--- src/rtl/tracer_dump_ctrl.sv ---
// tracer_dump_ctrl: programs the trace logger over Wishbone, arms it,
// waits for the trigger hit plus the post-trigger window, then streams
// the whole capture out 32 bits at a time on a valid/ready port.
//
// Ports:
//   wb_clk_i, wb_rst_i        clock, synchronous active-high reset
//   start_i, abort_i          run control (abort wins over start)
//   trig_val_i, post_cnt_i    run settings, sampled on start_i
//   trig_i                    trigger bus shared with the logger
//   wbm_*                     Wishbone master towards the logger
//   dump_data_o/valid/ready   capture stream out
//   busy_o, done_o            run status
//   trig_seen_o               trigger observed in this run
//
// Parameters: DATA_WIDTH (multiple of 32), POST_SLACK.
// Define TRACER_DUMP_HEADER_EN to prefix the stream with two
// header words (magic | DATA_WORDS, then post_cnt).
module tracer_dump_ctrl #(
    parameter int DATA_WIDTH = 96,
    parameter int POST_SLACK = 4
) (
    input  logic        wb_clk_i,
    input  logic        wb_rst_i,
    input  logic        start_i,
    input  logic        abort_i,
    input  logic [31:0] trig_val_i,
    input  logic [9:0]  post_cnt_i,
    input  logic [31:0] trig_i,
    output logic [21:0] wbm_adr_o,
    output logic [31:0] wbm_dat_o,
    output logic [3:0]  wbm_sel_o,
    output logic        wbm_we_o,
    output logic        wbm_cyc_o,
    output logic        wbm_stb_o,
    input  logic [31:0] wbm_dat_i,
    input  logic        wbm_ack_i,
    output logic [31:0] dump_data_o,
    output logic        dump_valid_o,
    input  logic        dump_ready_i,
    output logic        busy_o,
    output logic        done_o,
    output logic        trig_seen_o
);

    localparam int DATA_WORDS = DATA_WIDTH / 32;
    localparam logic [11:0] LAST_W = 12'(DATA_WORDS);

`ifdef TRACER_DUMP_HEADER_EN
    localparam logic [31:0] HDR_MAGIC = 32'h7EAC_E000 | 32'(DATA_WORDS);

    typedef enum logic [3:0] {
        S_IDLE, S_CFG, S_ARM, S_SETTLE, S_WAIT_TRIG,
        S_WAIT_POST, S_HDR, S_RD, S_PUSH, S_DONE
    } state_t;
`else
    typedef enum logic [3:0] {
        S_IDLE, S_CFG, S_ARM, S_SETTLE, S_WAIT_TRIG,
        S_WAIT_POST, S_RD, S_PUSH, S_DONE
    } state_t;
`endif

    state_t      state;
    logic [31:0] trig_val;
    logic [9:0]  post_cnt;
    logic [10:0] post_timer;
    logic        settle_cnt;
    logic [9:0]  idx;
    logic [11:0] w;
`ifdef TRACER_DUMP_HEADER_EN
    logic        hdr_sel;
`endif

    assign wbm_sel_o = 4'hF;
    assign busy_o    = (state != S_IDLE) && (state != S_DONE);
    assign done_o    = (state == S_DONE);

    always_ff @(posedge wb_clk_i) begin
        if (wb_rst_i) begin
            state        <= S_IDLE;
            trig_val     <= '0;
            post_cnt     <= '0;
            post_timer   <= '0;
            settle_cnt   <= 1'b0;
            idx          <= '0;
            w            <= '0;
`ifdef TRACER_DUMP_HEADER_EN
            hdr_sel      <= 1'b0;
`endif
            wbm_adr_o    <= '0;
            wbm_dat_o    <= '0;
            wbm_we_o     <= 1'b0;
            wbm_cyc_o    <= 1'b0;
            wbm_stb_o    <= 1'b0;
            dump_data_o  <= '0;
            dump_valid_o <= 1'b0;
            trig_seen_o  <= 1'b0;
        end else if (abort_i) begin
            // In-flight bus cycle and pending stream word are dropped.
            state        <= S_IDLE;
            wbm_we_o     <= 1'b0;
            wbm_cyc_o    <= 1'b0;
            wbm_stb_o    <= 1'b0;
            dump_valid_o <= 1'b0;
        end else begin
            unique case (state)
                S_IDLE, S_DONE: begin
                    if (start_i) begin
                        trig_val    <= trig_val_i;
                        post_cnt    <= post_cnt_i;
                        trig_seen_o <= 1'b0;
                        state       <= S_CFG;
                    end
                end
                // Each bus state issues on its first cycle (cyc low) and
                // leaves on ack, so cyc is low for one cycle in between.
                S_CFG: begin
                    if (!wbm_cyc_o) begin
                        wbm_cyc_o <= 1'b1;
                        wbm_stb_o <= 1'b1;
                        wbm_we_o  <= 1'b1;
                        wbm_adr_o <= 22'd4;
                        wbm_dat_o <= {22'b0, post_cnt};
                    end else if (wbm_ack_i) begin
                        wbm_cyc_o <= 1'b0;
                        wbm_stb_o <= 1'b0;
                        wbm_we_o  <= 1'b0;
                        state     <= S_ARM;
                    end
                end
                S_ARM: begin
                    if (!wbm_cyc_o) begin
                        wbm_cyc_o <= 1'b1;
                        wbm_stb_o <= 1'b1;
                        wbm_we_o  <= 1'b1;
                        wbm_adr_o <= 22'd0;
                        wbm_dat_o <= trig_val;
                    end else if (wbm_ack_i) begin
                        wbm_cyc_o  <= 1'b0;
                        wbm_stb_o  <= 1'b0;
                        wbm_we_o   <= 1'b0;
                        settle_cnt <= 1'b1;
                        state      <= S_SETTLE;
                    end
                end
                // Logger needs two cycles to re-arm; ignore matches here.
                S_SETTLE: begin
                    if (settle_cnt) settle_cnt <= 1'b0;
                    else            state      <= S_WAIT_TRIG;
                end
                S_WAIT_TRIG: begin
                    if (trig_i == trig_val) begin
                        trig_seen_o <= 1'b1;
                        post_timer  <= {1'b0, post_cnt} + 11'(POST_SLACK);
                        state       <= S_WAIT_POST;
                    end
                end
                S_WAIT_POST: begin
                    if (post_timer == '0) begin
                        idx <= '0;
                        w   <= '0;
`ifdef TRACER_DUMP_HEADER_EN
                        hdr_sel      <= 1'b0;
                        dump_data_o  <= HDR_MAGIC;
                        dump_valid_o <= 1'b1;
                        state        <= S_HDR;
`else
                        state <= S_RD;
`endif
                    end else begin
                        post_timer <= post_timer - 11'd1;
                    end
                end
`ifdef TRACER_DUMP_HEADER_EN
                S_HDR: begin
                    if (dump_ready_i) begin
                        if (!hdr_sel) begin
                            hdr_sel     <= 1'b1;
                            dump_data_o <= {22'b0, post_cnt};
                        end else begin
                            dump_valid_o <= 1'b0;
                            state        <= S_RD;
                        end
                    end
                end
`endif
                S_RD: begin
                    if (!wbm_cyc_o) begin
                        wbm_cyc_o <= 1'b1;
                        wbm_stb_o <= 1'b1;
                        wbm_we_o  <= 1'b0;
                        wbm_adr_o <= {w, idx};
                    end else if (wbm_ack_i) begin
                        wbm_cyc_o    <= 1'b0;
                        wbm_stb_o    <= 1'b0;
                        dump_data_o  <= wbm_dat_i;
                        dump_valid_o <= 1'b1;
                        state        <= S_PUSH;
                    end
                end
                // Entry-major walk: all words of one entry, then next.
                S_PUSH: begin
                    if (dump_ready_i) begin
                        dump_valid_o <= 1'b0;
                        if (w == LAST_W) begin
                            w <= '0;
                            if (idx == 10'd1023) begin
                                state <= S_DONE;
                            end else begin
                                idx   <= idx + 10'd1;
                                state <= S_RD;
                            end
                        end else begin
                            w     <= w + 12'd1;
                            state <= S_RD;
                        end
                    end
                end
                default: state <= S_IDLE;
            endcase
        end
    end

endmodule

--- config.mk ---
export PLATFORM = sky130hd
export DESIGN_NAME = tracer_dump_ctrl
export DESIGN_NICKNAME = d
export VERILOG_FILES = /design/src/rtl/tracer_dump_ctrl.sv
export SDC_FILE = /design/constraint.sdc
export NUM_CORES = 1
export LEC_CHECK = 0
export CELL_PAD_IN_SITES_DETAIL_PLACEMENT = 1
export CELL_PAD_IN_SITES_GLOBAL_PLACEMENT = 2
export CORE_AREA = 2 2 163 165
export CTS_CLUSTER_DIAMETER = 40
export DETAILED_ROUTE_END_ITERATION = 8
export DIE_AREA = 0 0 165 167
export GPL_TIMING_DRIVEN = 0
export PLACE_DENSITY = 0.91
export SLEW_MARGIN = 20
export SYNTH_ARGS = -nofsm -noshare
export SYNTH_HDL_FRONTEND = slang
export SYNTH_SLANG_ARGS = --single-unit
--- constraint.sdc ---
create_clock -name wb_clk_i -period 4.1 [get_ports wb_clk_i]
set_clock_uncertainty 0.2 [all_clocks]
set_input_delay 1.23 -clock wb_clk_i [delete_from_list [all_inputs] [get_ports wb_clk_i]]
set_output_delay 1.23 -clock wb_clk_i [all_outputs]
set_load 0.03 [all_outputs]
Yosys cells after proc, flatten, opt, wreduce, memory -nomap -nowiden
Index checks and enable logic that the tools add are counted.
{ "op_classes": {"n_reduce_logical": 29, "mux": 47, "bitwise": 1, "n_addsub": 4, "eq_ne": 31} }
{ "ops": {"columns": ["operator", "count"], "rows": [
  ["2-to-1 mux 22 bit", 3],
  ["one-hot mux 22 bit (3 select lines)", 1],
  ["2-to-1 mux 32 bit", 2],
  ["one-hot mux 32 bit (2 select lines)", 1],
  ["2-to-1 mux 4 bit", 13],
  ["2-to-1 mux 10 bit", 4],
  ["2-to-1 mux 12 bit", 3],
  ["!= test 2 bit, second input constant", 17],
  ["== test 32 bit", 1],
  ["one-hot mux 4 bit (8 select lines)", 1],
  ["AND reduction 4 bit", 7],
  ["one-hot mux 12 bit (2 select lines)", 1],
  ["2-to-1 mux 11 bit", 2],
  ["one-hot mux 11 bit (2 select lines)", 1],
  ["one-hot mux 10 bit (2 select lines)", 1],
  ["== test 4 x 3 -> 1 bit, second input constant", 4],
  ["nonzero test 2 bit", 7],
  ["adder 12 x 1 -> 12 bit, second input constant", 1],
  ["== test 12 x 2 -> 1 bit, second input constant", 1],
  ["adder 10 x 3 -> 11 bit, second input constant", 1],
  ["zero test 11 bit", 1],
  ["AND reduction 11 bit", 1],
  ["subtractor 11 x 1 -> 11 bit, second input constant", 1],
  ["adder 10 x 1 -> 10 bit, second input constant", 1],
  ["20 further kinds", 36]
]} }
{ "totals": {"input_bits": 112, "wordCells": 127, "regBits": 171, "out_inout_bits": 97} }

Logic depth before layout (Yosys ltp)
Gate-level depths: netlist (run 1).
{ "logic_depth": {"depth_word": 5, "ltp_mapped": 9, "mapped_depth_nobuf": 8} }

Least setup slack after synthesis (run 1)
OpenSTA, ideal clock, no wires.
{ "synth_timing": {"path_kind": "input to register", "start": "input port trig_i[18]", "end": "register state[2]", "t_required_ns": 3.784, "arrival_ns": 2.749, "stages": 7, "path_slack_ns": 1.035, "setup_time_ns": 0.116, "path_cell_list": "xor2_1 nor4_1 nand4_1 o21bai_1 clkbuf_1 nand2_1 a31o_2"} }
{ "synth_via": {"elab_chain_cells": 3} }
{ "synth_lines": {"columns": ["item", "line", "text"], "rows": [
  ["start, declared", "28", "input logic [31:0] trig_i,"],
  ["== test 32 bit", "151", "if (trig_i == trig_val) begin"],
  ["!= test 2 bit (no line)", null, null],
  ["AND reduction 11 bit (no line)", null, null],
  ["end signal, assigned", "148", "else state <= S_WAIT_TRIG;"],
  ["end signal, assigned", "154", "state <= S_WAIT_POST;"],
  ["end signal, assigned", "167", "state <= S_RD;"],
  ["end, declared", "62", "state_t state;"]
]} }
No other way between the ends.
A chain may end at the register's enable or synchronous reset.

Final worst setup path (run 1)
{ "layout_timing": {"start": "register state[1]", "end": "output port done_o"} }
{ "layout_via": {"elab_chain_cells": 1} }
{ "layout_lines": {"columns": ["item", "line", "text"], "rows": [
  ["start signal, assigned", "79", "state <= S_IDLE;"],
  ["start signal, assigned", "99", "state <= S_IDLE;"],
  ["start signal, assigned", "111", "state <= S_CFG;"],
  ["== test 4 bit", "75", "assign done_o = (state == S_DONE);"],
  ["end, declared", "41", "output logic done_o,"]
]} }
No other way between the ends.

==> Flow_metrics.wiki, run 1 <==
{| class="wikitable"
! Metric !! Value
|-
| RSZ-0062 raised after global routing || no
|-
| Top area cells in the synthesized netlist || sky130_fd_sc_hd__dfxtp_1 (45%), sky130_fd_sc_hd__nand2_1 (10%), sky130_fd_sc_hd__a21oi_1 (7.7%), sky130_fd_sc_hd__xor2_1 (5.2%), sky130_fd_sc_hd__nor2_1 (3.8%)
|-
| Clock latency at the later pin of the worst-skew pair || between 0.4 and 0.5 ns
|-
| Hold Worst Slack || between 0.2 and 0.3 ns
|-
| Number of warning messages in the yosys log || 0
|-
| Number of buffers on the longest clock path || 2
|-
| Iteration count of the initial detailed-routing pass || 5
|-
| Number of diodes || 0
|-
| Die boundary width || roughly 170 um
|-
| I/O pin cnt || ~210
|-
| Hold wc startpoint || wbm_adr_o[14]
|-
| Peak VDD IR || ~0.0002 V
|-
| Post-synthesis average cell area || 8.10 sq um
|-
| Share of layout cells above drive strength 1 || roughly 5.4%
|-
| Via count of the first global-routing pass || ~7,800
|-
| Origin of the critical flop-to-flop path || state[1]
|-
| Logic depth of the worst path, buffers included || 5
|-
| Startpoint kind of the worst setup timing path || flop
|-
| Final net count || 1,282
|-
| Clock input transition at the sequential cells of the worst setup and hold paths || around 0.070 ns
|-
| DIE AREA || between 20,000 and 30,000 sq um
|-
| Slowest stage cell, crit path || sky130_fd_sc_hd__clkdlybuf4s50_1
|-
| TritonCTS buffer count || 17
|-
| Min Tclk post-route || roughly 4 ns
|-
| Most used flip-flop cell after synthesis || sky130_fd_sc_hd__dfxtp_1
|-
| Flip-flop and latch count after synthesis || 171
|-
| Cts-stage hold buffer count || 0
|-
| Depth of the worst register-to-register path || 8
|-
| Post-CTS repair timing setup buffer count || 0
|-
| Count of cell types in the netlist || 64
|-
| Effective utilization at floorplan || between 20% and 30%
|-
| Summed instance area of the synthesized netlist || 7610 sq um
|-
| Total setup violations reported at the end of the flow || 0
|-
| Series of cell instances along the critical path || clkbuf_1 > clkbuf_2 > nor3_1 > and2_1 > clkdlybuf4s50_1
|-
| Number of enable-type register cells in the synthesized netlist || 0
|-
| Number of port buffers || 204
|-
| GRT Resource Usage Total || around a fifth
|-
| Worst Max-Slew Pin Slew || between 1 and 1.5 ns
|-
| Antenna violations before repair || 0
|-
| Area share of the largest cell type after synthesis || between 40% and 50%
|-
| Cell Rows || between 50 and 60
|-
| Maximum clock rate || between 0.2 and 0.3 GHz
|-
| Power density over the cells || between 300 and 400 nW/um^2
|-
| Area growth from synthesis to layout || 40.6%
|-
| Area of the core || roughly 26,000 sq um
|-
| Part of the cycle the worst path needs || 95.8%
|-
| Crit path max-delay family || buffers and inverters
|-
| Number of slew-limit violations in the final report || 0
|-
| Worst path required time || 2.67 ns
|-
| Root cell of the clock tree || sky130_fd_sc_hd__clkbuf_16
|-
| Sum of buffers and inverters on the critical path || 3
|-
| Height of the die || 167 um
|-
| Fillcell total || 3,078
|-
| Post-synth top area cell || sky130_fd_sc_hd__dfxtp_1
|-
| Final Core Density || 41.5%
|-
| Tightest Hold Check Type || flop to flop
|-
| Final hold vios || 0
|-
| Largest stage delay on the critical path || roughly 0.7 ns
|-
| Routed WL || approximately 27,000 um
|-
| Data arrival at the endpoint of the critical path || 2.50 ns
|-
| Placed wire-length estimate || roughly 21,000 um
|-
| Relative max-transition margin || roughly a third
|-
| Average via count per standard cell || around 5.0
|-
| Setup CP Type || flop to output pin
|-
| GP Congestion || between 0.8 and 0.9
|-
| Leakage Power || 0.00375 uW
|-
| Routed vias || 7,523
|-
| Critical path peak fanout || 10
|-
| Max-capacitance violation count || 0
|-
| Fraction of registers with async set or reset after synthesis || 0%
|-
| Post-detailed-route DRC marker count || 0
|-
| Outcome || finished clean
|-
| Worst setup startpoint || state[1]
|-
| Cell count of the worst hold path || 2
|-
| Cell count after synthesis || ~940
|-
| Clock sinks || around 170
|-
| First-iteration detailed-routing DRC count || between 300 and 400
|-
| Antenna Nets Post-Route || 0
|-
| Largest net degree at the start of global routing || 17
|-
| First-pass GRT wire length || 42,500 um
|-
| H-tree levels || 4
|-
| TritonCTS clock tree || yes
|-
| Share of synthesized area occupied by flip-flops and latches || between 40% and 50%
|-
| Routed wire per std cell || about 18 um
|-
| Endpoint class of the critical path || output pin
|-
| Residual overflow from global routing || 0
|}
-- where the power goes --
group          switching, uW  internal [uW]  total, uW  leakage [uW]
clock                    751            972       1720      0.000293
sequential              33.4           1690       1720       0.00138
combinational            196            172        368       0.00207
-- stage by stage --
stage	cell area (sq um)	TNS [ns]	std cells	total power [uW]	setup slack, ns
global route	10700	0	1512	3950	0.0515
global placement	10100	-2.74	1481	2120	-0.471
finish	10700	0	1512	3820	0.173
CTS	10700	0	1512	3850	0.00705
detailed placement	10100	-4.45	1481	2130	-0.485
floorplan	7620	0	942	1920	1.04
-- kinds of logic after synthesis --
| group | Yosys count | synth area share [%] |
|---|---|---|
| AOI/OAI and AO/OA | 201 | 16.4 |
| xor gates and xnor gates | 51 | 5.87 |
| adders and majority gates | 5 | 0.822 |
| buffers and inverters | 77 | 4.41 |
| DFF | 171 | 45.0 |
| muxes | 20 | 2.63 |
| other | 1 | 0.0493 |
| and+or+nand+nor | 413 | 24.8 |
-- area by class of cell --
type	count	area (sq um)	area share, %
plain buffers	70	313	2.92
multi-input cells	694	3870	36.1
repair buffers	204	2040	19.1
well taps	335	419	3.92
clock inverters	14	183	1.71
flip-flops and latches	171	3420	32.0
clock buffers	17	425	3.98
inverters	7	26.3	0.246
-- registers in the layout, indices dropped and copies added (netlist names), 4 cells and up --
| register | count |
|---|---|
| dump_data_o | 32 |
| trig_val | 32 |
| wbm_dat_o | 32 |
| wbm_adr_o | 22 |
| w | 12 |
| post_timer | 11 |
| idx | 10 |
| post_cnt | 10 |
| state | 4 |
-- layer usage --
layer | global-route usage, % | routed length, um
met5 | 0 | 0
met1 | 24.9 | 12000
met2 | 33.0 | 12900
met4 | 6.05 | 575
met3 | 5.11 | 1690
-- worst register-to-register path, cell delays in order (launching register included) --
cell and delay, ns:
sky130_fd_sc_hd__dfxtp_1 0.30, sky130_fd_sc_hd__clkbuf_1 0.22, sky130_fd_sc_hd__clkbuf_2 0.28, sky130_fd_sc_hd__nor3_1 0.32, sky130_fd_sc_hd__inv_1 0.20, sky130_fd_sc_hd__nor3b_1 0.87
sky130_fd_sc_hd__clkbuf_1 0.48, sky130_fd_sc_hd__nand2_1 0.13, sky130_fd_sc_hd__a21oi_1 0.16
-- Yosys cell counts, drive strengths merged, types with 5 or more instances --
master	n
and3	8
dfxtp	171
nor3	12
mux2i	20
a31oi	6
xor2	45
a211oi	14
nand4	14
nor4	15
a31o	5
a21oi	117
ha	5
inv	7
buf	12
and2	6
nand2	205
or3	9
o21ai	11
a22oi	25
nand3	35
clkbuf	58
nor2	78
xnor2	6
-- final timing paths --
check,to,slack [ns]
max,done_o,0.17
max reg2reg,trig_val[24],0.87
min,wbm_adr_o[14],0.25
min reg2reg,wbm_adr_o[14],0.25
-- placed cells by master, fill, tap and decap left out, drive strengths merged, types with 15 or more instances in the layout --
cell type,n
a21oi,117
a22oi,25
clkbuf,76
clkdlybuf4s50,204
dfxtp,171
mux2i,20
nand2,205
nand3,35
nor2,78
nor4,15
xor2,45
-- what timing repair did --
| action | 4_1_cts | 5_1_grt |
|---|---|---|
| pin swaps | 0 | 0 |
| resized for setup | 1 | 5 |
| endpoints found under the setup margin | 2 | 4 |
| endpoints found under the hold margin | 0 | 0 |
Note: power is estimated with default switching activity, not from simulation.
==> inputs of run 2 (changes only) <==
--- a/config.mk
+++ b/config.mk
@@ -11,7 +11,7 @@
 export CTS_CLUSTER_DIAMETER = 40
 export DETAILED_ROUTE_END_ITERATION = 8
 export DIE_AREA = 0 0 165 167
-export GPL_TIMING_DRIVEN = 0
+export GPL_ROUTABILITY_DRIVEN = 0
 export PLACE_DENSITY = 0.91
 export SLEW_MARGIN = 20
 export SYNTH_ARGS = -nofsm -noshare
==> Flow_metrics.wiki, run 2 (same netlist as run 1, synthesis figures left out) <==
{| class="wikitable"
! Metric !! Value
|-
| Outcome || finished clean
|-
| Area growth from synthesis to layout || 38.9%
|-
| Cell Rows || slightly below 60
|-
| Commonest non-fill, non-tap cell in the layout || sky130_fd_sc_hd__nand2_1
|-
| Post-detailed-route DRC marker count || 0
|-
| Post-CTS repair timing setup buffer count || 0
|-
| Effective utilization at floorplan || between 20% and 30%
|-
| H-tree levels || 4
|-
| Number of port buffers || approximately 200
|-
| Largest registers ranked by flip-flop count || dump_data_o x32, trig_val x32, wbm_dat_o x32
|-
| Residual overflow from global routing || 0
|-
| Height of the die || 167 um
|-
| Clock latency at the later pin of the worst-skew pair || between 0.4 and 0.5 ns
|-
| Total negative slack for setup checks || 0 ns
|-
| Startpoint kind of the worst setup timing path || flop
|-
| Largest net degree at the start of global routing || 61
|-
| Number of buffers on the longest clock path || 2
|-
| Series of cell instances along the critical path || and2_1 > clkdlybuf4s50_1
|-
| Area of the core || about 26,000 sq um
|-
| Clock sinks || approximately 170
|-
| Part of the cycle the worst path needs || between 80% and 90%
|-
| Min Tclk post-route || ~3.4 ns
|-
| Root cell of the clock tree || sky130_fd_sc_hd__clkbuf_16
|-
| Final hold vios || 0
|-
| Worst Max-Slew Pin Slew || about 0.86 ns
|-
| First-pass GRT wire length || slightly below 40,000 um
|-
| I/O pin cnt || roughly 210
|-
| Share of layout cells above drive strength 1 || between 6 and 7%
|-
| Peak VDD IR || about 0.00023 V
|-
| Pwr Total || between 3000 and 4000 uW
|-
| Antenna violations before repair || 0
|-
| Worst-case setup slack after placement || between 0.4 and 0.5 ns
|-
| GRT Resource Usage Total || 17.9%
|-
| First-iteration detailed-routing DRC count || between 300 and 400
|-
| Post-CTS Resized || 0
|-
| Top library cells by usage in the layout, fill and taps aside || sky130_fd_sc_hd__nand2_1 (205), sky130_fd_sc_hd__clkdlybuf4s50_1 (203), sky130_fd_sc_hd__dfxtp_1 (171)
|-
| TritonCTS buffer count || 17
|-
| Cts-stage hold buffer count || 0
|-
| Setup CP Type || flop to output pin
|-
| Number of diodes || 0
|-
| Antenna Nets Post-Route || 0
|-
| Relative max-transition margin || a little over two fifths
|-
| Data arrival at the endpoint of the critical path || roughly 2.0 ns
|-
| Die boundary width || approximately 170 um
|-
| Power density over the cells || ~360 nW/um^2
|-
| Final Core Density || between 40 and 50%
|-
| Max-capacitance violation count || 0
|-
| Number of slew-limit violations in the final report || 0
|-
| Leakage Power || 0.00374 uW
|-
| Average via count per standard cell || 4.96
|-
| Routed vias || approximately 7,300
|-
| Iteration count of the initial detailed-routing pass || 4
|-
| Maximum clock rate || 0.290 GHz
|-
| Clock input transition at the sequential cells of the worst setup and hold paths || 0.07 ns
|-
| Worst path required time || 2.67 ns
|-
| Slowest stage cell, crit path || sky130_fd_sc_hd__clkdlybuf4s50_1
|-
| Endpoint class of the critical path || output pin
|-
| Total setup violations reported at the end of the flow || 0
|-
| Final net count || roughly 1,200
|-
| Cell area reported after detailed placement || about 10000 sq um
|-
| RSZ-0062 raised after global routing || no
|-
| Critical path peak fanout || 17
|-
| TritonCTS clock tree || yes
|-
| Via count of the first global-routing pass || between 7,000 and 8,000
|-
| Routed WL || approximately 25,000 um
|-
| Summed area of non-filler cells in the final layout || 10,600 sq um
|-
| Routed wire per std cell || around 17 um
|-
| Tightest Hold Check Type || flop to flop
|-
| Largest stage delay on the critical path || 0.68 ns
|-
| DIE AREA || between 20,000 and 30,000 sq um
|-
| Crit path max-delay family || buffers and inverters
|-
| Sum of buffers and inverters on the critical path || 1
|-
| Final worst-path setup slack || approximately 0.65 ns
|-
| Placed wire-length estimate || about 18,000 um
|-
| Fillcell total || 3,053
|}
==> run 2: changes by cell type in the layout (fill, tap and decap cells not counted), sizes merged <==
cell and change:
buf +12, bufinv -1, clkdlybuf4s50 -1, clkinvlp -1, clkbuf -57, inv +3
clkinv -2
==> run 2: tightest hold or removal path, cell delays in order (launching register included) <==
cell	delay, ns
sky130_fd_sc_hd__dfxtp_1	0.31
sky130_fd_sc_hd__nand2_1	0.05
sky130_fd_sc_hd__a21oi_1	0.05
==> run 2: final timing paths <==
| path | slack [ns] | cells past startpoint | end | from |
|---|---|---|---|---|
| setup / recovery | 0.65 | 2 | done_o | state[3] |
| hold / removal | 0.25 | 2 | wbm_adr_o[4] | wbm_adr_o[4] |
| setup reg to reg | 1.13 | 7 | idx[5] | w[0] |
| hold reg to reg | 0.25 | 2 | wbm_adr_o[4] | wbm_adr_o[4] |
==> run 2: routing by layer <==
metal,part of all wire (%),wire length (um),vias to the layer above,track usage [%]
met1,45,11200,3451,22.9
met5,0,0,-,0
li1,-,-,3596,-
met3,6.8,1690,30,5.53
met4,2.4,603,0,5.56
met2,46,11500,189,28.6
==> run 2: layout make-up <==
cell class | count | area [sq um] | area share [%]
clock inverters | 13 | 168 | 1.59
inverters | 7 | 26.3 | 0.249
multi-input cells | 694 | 3890 | 36.8
flip-flops and latches | 171 | 3420 | 32.4
clock buffers | 19 | 443 | 4.19
repair buffers | 226 | 2200 | 20.9
well taps | 335 | 419 | 3.97
==> run 2: stage by stage <==
step	hold WS, ns	cells
global placement	0.240	1433
global route	0.272	1465
finish	0.253	1465
CTS	0.255	1465
detailed placement	0.245	1433
floorplan	0.249	942
==> run 2: where the power goes <==
part,leakage [uW],internal (uW),switching [uW]
logic,0.00206,167,183
clock network,0.000299,947,764
registers,0.00138,1690,33.1
total,0.00374,2800,980
==> inputs of run 3 (changes only) <==
--- a/config.mk
+++ b/config.mk
@@ -7,12 +7,12 @@
 export LEC_CHECK = 0
 export CELL_PAD_IN_SITES_DETAIL_PLACEMENT = 1
 export CELL_PAD_IN_SITES_GLOBAL_PLACEMENT = 2
-export CORE_AREA = 2 2 163 165
+export CORE_AREA = 2 2 171 173
 export CTS_CLUSTER_DIAMETER = 40
 export DETAILED_ROUTE_END_ITERATION = 8
-export DIE_AREA = 0 0 165 167
+export DIE_AREA = 0 0 173 175
 export GPL_ROUTABILITY_DRIVEN = 0
-export PLACE_DENSITY = 0.91
+export PLACE_DENSITY = 0.84
 export SLEW_MARGIN = 20
 export SYNTH_ARGS = -nofsm -noshare
 export SYNTH_HDL_FRONTEND = slang
==> constraint.sdc (replaced) <==
create_clock -name wb_clk_i -period 3.5 [get_ports wb_clk_i]
set_clock_uncertainty 0.2 [all_clocks]
set_input_delay 1.05 -clock wb_clk_i [delete_from_list [all_inputs] [get_ports wb_clk_i]]
set_output_delay 1.05 -clock wb_clk_i [all_outputs]
set_load 0.03 [all_outputs]
==> Flow_metrics.wiki, run 3 (same netlist as run 1, synthesis figures left out) <==
{| class="wikitable"
! Metric !! Value
|-
| Setup CP Type || flop to output pin
|-
| Tightest Hold Check Type || flop to flop
|-
| Post-detailed-route DRC marker count || 0
|-
| Peak VDD IR || approximately 0.00029 V
|-
| Area of the core || between 20,000 and 30,000 sq um
|-
| Cell Rows || 62
|-
| Effective utilization at floorplan || ~27%
|-
| Data arrival at the endpoint of the critical path || between 2 and 2.5 ns
|-
| Commonest non-fill, non-tap cell in the layout || sky130_fd_sc_hd__nand2_1
|-
| Number of buffers on the longest clock path || 2
|-
| Cts-stage hold buffer count || 0
|-
| Power density over the cells || 413 nW/um^2
|-
| Final hold vios || 0
|-
| Residual overflow from global routing || 0
|-
| Final net count || about 1,200
|-
| Routed vias || just over 7,000
|-
| Clock input transition at the sequential cells of the worst setup and hold paths || around 0.070 ns
|-
| Antenna violations before repair || 0
|-
| Number of port buffers || ~200
|-
| Via count of the first global-routing pass || between 7,000 and 8,000
|-
| Antenna Nets Post-Route || 0
|-
| RSZ-0062 raised after global routing || no
|-
| Leakage Power || between 0.003 and 0.004 uW
|-
| Worst path required time || ~2.3 ns
|-
| Hold Worst Slack || roughly 0.25 ns
|-
| Part of the cycle the worst path needs || 95.0%
|-
| I/O pin cnt || 209
|-
| GRT Resource Usage Total || between 10% and 20%
|-
| DIE AREA || just over 30,000 sq um
|-
| Startpoint kind of the worst setup timing path || flop
|-
| Average via count per standard cell || 4.76
|-
| TritonCTS buffer count || 17
|-
| Clock sinks || about 170
|-
| Placed wire-length estimate || 18,300 um
|-
| Total setup violations reported at the end of the flow || 0
|-
| Relative max-transition margin || roughly 58%
|-
| Routed WL || ~26,000 um
|-
| Sum of buffers and inverters on the critical path || 2
|-
| H-tree levels || 4
|-
| Share of power burned in registers || roughly 46%
|-
| Largest stage delay on the critical path || about 0.67 ns
|-
| Outcome || finished clean
|-
| Post-CTS repair timing setup buffer count || 0
|-
| Maximum clock rate || between 0.3 and 0.4 GHz
|-
| Max-capacitance violation count || 0
|-
| Share of layout cells above drive strength 1 || about 7.4%
|-
| First-pass GRT wire length || about 41,000 um
|-
| Min Tclk post-route || about 3.3 ns
|-
| Switching power || 1120 uW
|-
| Number of slew-limit violations in the final report || 0
|-
| Number of diodes || 0
|-
| Height of the die || 175 um
|-
| Post-CTS Resized || 0
|-
| Cell area reported after detailed placement || around 10,000 sq um
|-
| Largest registers ranked by flip-flop count || dump_data_o x32, trig_val x32, wbm_dat_o x32
|-
| First-iteration detailed-routing DRC count || between 200 and 300
|-
| Critical path peak fanout || 4
|-
| Switching portion of total power || approximately 25%
|-
| Clock share of power || 44.9%
|-
| Endpoint class of the critical path || output pin
|-
| Root cell of the clock tree || sky130_fd_sc_hd__clkbuf_16
|-
| Crit path max-delay family || buffers and inverters
|-
| Summed area of non-filler cells in the final layout || around 11,000 sq um
|-
| Series of cell instances along the critical path || nor3_1 > inv_1 > clkdlybuf4s50_1
|-
| Iteration count of the initial detailed-routing pass || 4
|-
| Area growth from synthesis to layout || 40.8%
|-
| Largest net degree at the start of global routing || between 90 and 100
|-
| Top library cells by usage in the layout, fill and taps aside || sky130_fd_sc_hd__nand2_1 (205), sky130_fd_sc_hd__clkdlybuf4s50_1 (203), sky130_fd_sc_hd__dfxtp_1 (171)
|-
| Comb power frac || 9.5%
|-
| Slowest stage cell, crit path || sky130_fd_sc_hd__clkdlybuf4s50_1
|-
| Routed wire per std cell || approximately 17 um
|-
| Total internal power || around 3300 uW
|-
| Worst Max-Slew Pin Slew || roughly 0.63 ns
|-
| TritonCTS clock tree || yes
|-
| Fillcell total || between 3,000 and 4,000
|-
| Clock latency at the later pin of the worst-skew pair || between 0.4 and 0.5 ns
|-
| Die boundary width || 173 um
|}
[run 3: cell types whose count changed in the layout (fill, tap and decap cells not counted)]
cell / delta
sky130_fd_sc_hd__buf_4: +3
sky130_fd_sc_hd__buf_12: +3
sky130_fd_sc_hd__inv_6: -3
sky130_fd_sc_hd__clkinv_4: +4
sky130_fd_sc_hd__inv_8: -2
sky130_fd_sc_hd__clkbuf_8: +1
[run 3: layout make-up]
type	instances	area, sq um	area share [%]
Tap cell	384	480	4.48
Clock inverter	12	154	1.44
Sequential cell	171	3420	32.0
Clock buffer	20	457	4.26
Timing Repair Buffer	232	2290	21.3
Multi-Input combinational cell	694	3890	36.3
Inverter	7	26.3	0.245
[run 3: worst paths after layout]
kind / to / start / cells past startpoint / slack [ns]
worst max-delay path: busy_o / state[0] / 3 / 0.18
worst min-delay path: wbm_adr_o[15] / wbm_adr_o[15] / 2 / 0.25
worst max register to register: idx[5] / w[0] / 7 / 0.83
worst min register to register: wbm_adr_o[15] / wbm_adr_o[15] / 2 / 0.25
[run 3: worst register-to-register path: stages, from the launching register on]
cell and delay (ns):
sky130_fd_sc_hd__dfxtp_1 0.38, sky130_fd_sc_hd__ha_1 0.30, sky130_fd_sc_hd__or4b_4 0.54, sky130_fd_sc_hd__o31ai_4 0.27, sky130_fd_sc_hd__and3_1 0.35, sky130_fd_sc_hd__nand4_2 0.14
sky130_fd_sc_hd__or3_1 0.32, sky130_fd_sc_hd__a21oi_1 0.12
[run 3: power groups by stage]
stage,combinational (uW),sequential [uW],clock [uW]
6_report,420,2020,1980
4_1_cts,428,2020,2050
2_1_floorplan,179,2070,0
3_5_place_dp,425,2060,0
5_1_grt,458,2020,2130
3_3_place_gp,421,2060,0
[run 3: layer usage]
metal  global-route usage (%)  vias up  routed length [um]
li1                         -     3615                   -
met1                     20.8     3442               11300
met2                     28.9      167               12500
met3                     5.20       18                1730
met4                     3.95        0                 277
met5                        0        -                   0
[run 3: through the flow]
step	total power [uW]	utilization (%)	TNS (ns)	worst slack (ns)	std cells
after floorplan	2250	-	0	0.615	942
final	4420	37.7	0	0.176	1520
after global placement	2480	35.6	-0.163	-0.0633	1488
after detailed placement	2490	35.6	-0.137	-0.0745	1488
after global routing	4610	37.7	0	0.115	1520
after CTS	4500	37.7	0	0.0983	1520
